--- config.mk ---
export PLATFORM = sky130hd
export DESIGN_NAME = down_counter_timer
export DESIGN_NICKNAME = d
export VERILOG_FILES = /design/src/rtl/down_counter_timer_pkg.sv /design/src/rtl/down_counter_timer.sv
export SDC_FILE = /design/constraint.sdc
export NUM_CORES = 1
export LEC_CHECK = 0
export ABC_AREA = 1
export CORE_UTILIZATION = 46
export CTS_BUF_LIST = sky130_fd_sc_hd__clkbuf_16
export DETAILED_ROUTE_END_ITERATION = 10
export HOLD_SLACK_MARGIN = 0.05
export PLACE_DENSITY = 0.72
export SLEW_MARGIN = 20
export SYNTH_ARGS = -nofsm -noshare
export SYNTH_HDL_FRONTEND = slang
export SYNTH_SLANG_ARGS = --single-unit
--- constraint.sdc ---
create_clock -name clock -period 1.5 [get_ports clock]
set_clock_uncertainty 0.15 [all_clocks]
set_input_delay 0.3 -clock clock [delete_from_list [all_inputs] [get_ports clock]]
set_output_delay 0.3 -clock clock [all_outputs]
set_load 0.03 [all_outputs]
--- src/rtl/down_counter_timer_pkg.sv ---
// Shared constants for the loadable down-counter/timer: FSM state encoding and
// the one-shot/periodic mode values sampled on load.
package down_counter_timer_pkg;

  typedef enum logic {
    ST_IDLE = 1'b0,
    ST_RUN  = 1'b1
  } state_e;

  localparam logic MODE_ONESHOT  = 1'b0;
  localparam logic MODE_PERIODIC = 1'b1;

endpackage

--- src/rtl/down_counter_timer.sv ---
// Loadable WIDTH-bit down-counter: counts a programmed value to zero, pulses
// terminal for one cycle, and optionally reloads itself for periodic operation.
module down_counter_timer
  import down_counter_timer_pkg::*;
#(
  parameter int WIDTH = 4
) (
  input  logic             clock,
  input  logic             reset,
  input  logic             enable,
  input  logic             load,
  input  logic [WIDTH-1:0] load_value,
  input  logic             mode,
  output logic [WIDTH-1:0] counter_out,
  output logic             terminal,
  output logic             busy
);

  localparam logic [WIDTH-1:0] CNT_ZERO = '0;
  localparam logic [WIDTH-1:0] CNT_ONE  = WIDTH'(1);

  state_e           state_q, state_d;
  logic [WIDTH-1:0] count_q, count_d;
  logic [WIDTH-1:0] reload_q, reload_d;
  logic             mode_q, mode_d;
  logic             terminal_q, terminal_d;

  always_comb begin
    state_d    = state_q;
    count_d    = count_q;
    reload_d   = reload_q;
    mode_d     = mode_q;
    terminal_d = 1'b0;

    if (load) begin
      count_d  = load_value;
      reload_d = load_value;
      mode_d   = mode;
      state_d  = (load_value != CNT_ZERO) ? ST_RUN : ST_IDLE;
    end else if (state_q == ST_RUN && enable) begin
      if (count_q > CNT_ONE) begin
        count_d = count_q - CNT_ONE;
      end else begin
        // Terminal count: RUN is never entered with zero, so this is count == 1.
        terminal_d = 1'b1;
        if (mode_q == MODE_PERIODIC) begin
          count_d = reload_q;
        end else begin
          count_d = CNT_ZERO;
          state_d = ST_IDLE;
        end
      end
    end
  end

  always_ff @(posedge clock or posedge reset) begin
    if (reset) begin
      state_q    <= ST_IDLE;
      count_q    <= CNT_ZERO;
      reload_q   <= CNT_ZERO;
      mode_q     <= MODE_ONESHOT;
      terminal_q <= 1'b0;
    end else begin
      state_q    <= state_d;
      count_q    <= count_d;
      reload_q   <= reload_d;
      mode_q     <= mode_d;
      terminal_q <= terminal_d;
    end
  end

  assign counter_out = count_q;
  assign terminal    = terminal_q;
  assign busy        = (state_q == ST_RUN);

endmodule

==> summary.md <==
| Metric | Value |
|---|---|
| CTS hold repair buffers | `0` |
| Cells after Synth | `85` |
| Register share of total power | `0.294` |
| First-pass GRT wire length | `2760 um` |
| Register area | `277.8 um2` |
| DRT Pass-1 Iters | `4` |
| Initial drt markers | `29` |
| Clk_lat worst skew | `0.24 ns` |
| Clock sinks | `11` |
| Status | `finished clean` |
| Slowest cell on crit path | `dfrtp_2` |
| Root Buffer | `clkbuf_16` |
| GPL Wtd Cong | `0.8584` |
| Min cycle time layout | `1.460 ns` |
| Layout cells sized above 1 | `0.2895` |
| Lkg Pwr | `0.0005179 uW` |
| # IOs | `15` |
| TritonCTS Buffers | `3` |
| Final setup viols | `0` |
| Initial antenna violation count | `0` |
| CP Class | `reg2out` |
| Seq/Total Area, Yosys | `0.4356` |
| Final instance area | `992.2 um2` |
| CP Data Arrival Time | `1.01 ns` |
| Fmax | `684.9 MHz` |
| # H-tree levels | `1` |
| Post-Syn Area | `631.9 um2` |
| VDD IR max | `801.0 uV` |
| Die area | `0.001526 mm2` |
| CTS tree | `built` |
| Hold Vio Cnt, Final | `0` |
| Area of the multi-input gates | `327.8 um2` |
| Core Area | `0.001186 mm2` |
| RSZ-0062 raised after global routing | `yes` |
| Nets | `126` |
| DP Area | `854.6 um2` |
| Num rows | `12` |
| Clk buf depth | `2` |
| Reg clk slew, reported paths | `0.04 ns` |
| Critical Path End Type | `primary output` |
| Crit-path max FO | `3` |
| Input/output buffers | `14` |
| PwrDens | `1279 mW/mm2` |
| WP data required | `1.05 ns` |
| Worst-margin pin slew | `0.4389 ns` |
| Max-slew violations | `0` |
| Post-DP HPWL | `1152 um` |
| Hold_ws | `0.2189 ns` |
| Bufs and invs on worst path | `1` |
| Vias in the first global route | `609` |
| Post-Syn Area per Cell | `7.434 um2` |
| CP max stage delay | `0.43 ns` |
| Die extent in x | `39.06 um` |
| Area Growth Syn to Fin | `57.03%` |
| Syn Nets | `96` |
| Final worst-path cycle share | `0.9733` |
| Combinational fraction of design power | `0.328` |
| Dpl ws | `-0.1603 ns` |
| Clk pwr share | `0.378` |
| Initial core utilization | `0.5327` |
| Die Y | `39.06 um` |
| Startpoint Class | `flip-flop` |
| Drt via density | `5.188` |
| Hold Crit Class | `in2async` |
| Setup ws final | `0.03998 ns` |
| Synth area leader | `dfrtp_1` |
| Critical-path cell list | `clkdlybuf4s15_1` |
| Cell-internal power | `861.5 uW` |
| Post-DRT Antenna Nets | `0` |
| Total congestion overflow | `0` |
| Switching power | `407.7 uW` |
| Ranking of synthesized cells by area | `dfrtp_1, nand2_1, inv_1` |
| Per-cell routed wire length | `13.88 um` |
| ANT cells | `0` |
| Setup TNS | `0 ns` |
| Largest net degree at the start of global routing | `12` |
| Synth warn | `0` |
| Switching portion of total power | `0.3213` |
| Fillers | `65` |
| Share of the synthesized area in the top cell type | `0.4356` |
| Routed vias | `664` |
| Post-synth cell types | `18` |
| Slew headroom | `0.7071` |
| DR DRC count | `0` |
| Max-cap check violation count | `0` |
| Tot GR Track Use | `0.2812` |
| Drt total wl | `1776 um` |
| Yosys reg bits | `11` |
| CP top delay family | `flip-flops` |
[cells in the mapped netlist, drive strengths merged]
cell type and count:
ha 2, nor2 8, buf 1, o21ai 8, nand4 2, inv 17
nand3b 3, o21bai 1, nand2 24, nor3 2, nand3 4, a21oi 2
dfrtp 11
[cell usage in the layout, fill, tap and decap left out]
cell / netlist / layout
a21oi_1: 2 / 2
buf_4: 1 / 14
clkbuf_16: 0 / 3
clkdlybuf4s15_1: 0 / 1
clkdlybuf4s50_1: 0 / 7
dfrtp_1: 11 / 9
dfrtp_2: 0 / 2
dlygate4sd2_1: 0 / 3
dlymetal6s2s_1: 0 / 1
ha_4: 0 / 2
inv_1: 16 / 13
inv_2: 1 / 4
inv_4: 0 / 1
nand2_1: 21 / 21
nand2_2: 3 / 1
nand2_4: 0 / 2
nand3_1: 4 / 3
nand3_2: 0 / 1
nand3b_1: 3 / 3
nand4_1: 2 / 2
nor2_1: 6 / 5
nor2_2: 1 / 2
nor2_4: 1 / 1
nor3_1: 2 / 2
o21ai_0: 7 / 7
o21ai_1: 1 / 1
o21bai_1: 1 / 1
[power groups by stage]
| stage | registers [uW] | clock network (uW) | logic [uW] |
|---|---|---|---|
| after floorplan | 415 | 0 | 159 |
| after global placement | 366 | 0 | 345 |
| after detailed placement | 369 | 0 | 352 |
| after CTS | 364 | 477 | 358 |
| after global routing | 377 | 493 | 455 |
| final | 373 | 479 | 416 |
[layer usage]
metal,wire length (um),GRT usage,vias to the layer above
met4,30,0.07759,0
met1,736,0.3225,302
li1,-,-,322
met2,931,0.5083,31
met3,78,0.06936,9
met5,0,0,-
[final cells by class]
type | instances | area share
inverters | 17 | 0.06683
multi-input cells | 56 | 0.3304
clock buffers | 3 | 0.07566
flip-flops and latches | 11 | 0.2799
repair buffers | 26 | 0.2257
well taps | 14 | 0.01765
clock inverters | 1 | 0.003783
[sequential cells by signal, summed over array words and instances, names as in the netlist]
| name | cells |
|---|---|
| counter_out | 4 |
| reload_q | 4 |
| busy | 1 |
| mode_q | 1 |
| terminal | 1 |
[stage by stage]
stage | utilization | total power (uW) | std cells
detailed placement | 0.7205 | 720.6 | 122
global placement | 0.7205 | 710.4 | 122
finish | 0.8365 | 1269 | 128
global route | 0.8365 | 1325 | 128
floorplan | - | 573.5 | 85
CTS | 0.7890 | 1199 | 126
[what timing repair did]
item	4_1_cts	5_1_grt
pin swaps	0	7
gates cloned	0	0
setup endpoints to repair	5	5
setup buffers	0	2
resized for setup	6	13
[worst reg2reg max path, stage by stage (launching register included)]
cell      delay, ns
dfrtp_2        0.43
inv_2          0.09
ha_4           0.13
inv_2          0.04
nand2_4        0.08
nand2_4        0.08
nor2_4         0.12
nand2_1        0.06
nand3b_1       0.09
nand2_1        0.06
inv_1          0.06
[cells by family after synthesis]
group	count (synthesis)	synth area share
adder cells (fa/ha/maj)	2	0.03960
flip-flops	11	0.4356
buffers and inverters	18	0.1129
AO/OA/AOI/OAI	11	0.09108
AND/OR/NAND/NOR	43	0.3208
[path summary, 6_finish.rpt]
| path | start | end | slack (ns) | cells past startpoint |
|---|---|---|---|---|
| setup / recovery | counter_out[0]$_DFFE_PP0P_ | counter_out[0] | 0.04 | 1 |
| hold / removal | reset | reload_q[1]$_DFFE_PP0P_ | 0.22 | 2 |
| setup reg to reg | counter_out[0]$_DFFE_PP0P_ | counter_out[1]$_DFFE_PP0P_ | 0.06 | 10 |
| hold reg to reg | reload_q[0]$_DFFE_PP0P_ | reload_q[0]$_DFFE_PP0P_ | 0.38 | 2 |
| max in group asynchronous | reset | counter_out[0]$_DFFE_PP0P_ | 0.65 | 2 |
| min in group clock | load | terminal$_DFF_PP0_ | 0.33 | 3 |
No activity file was read; power rests on OpenSTA's default activity.
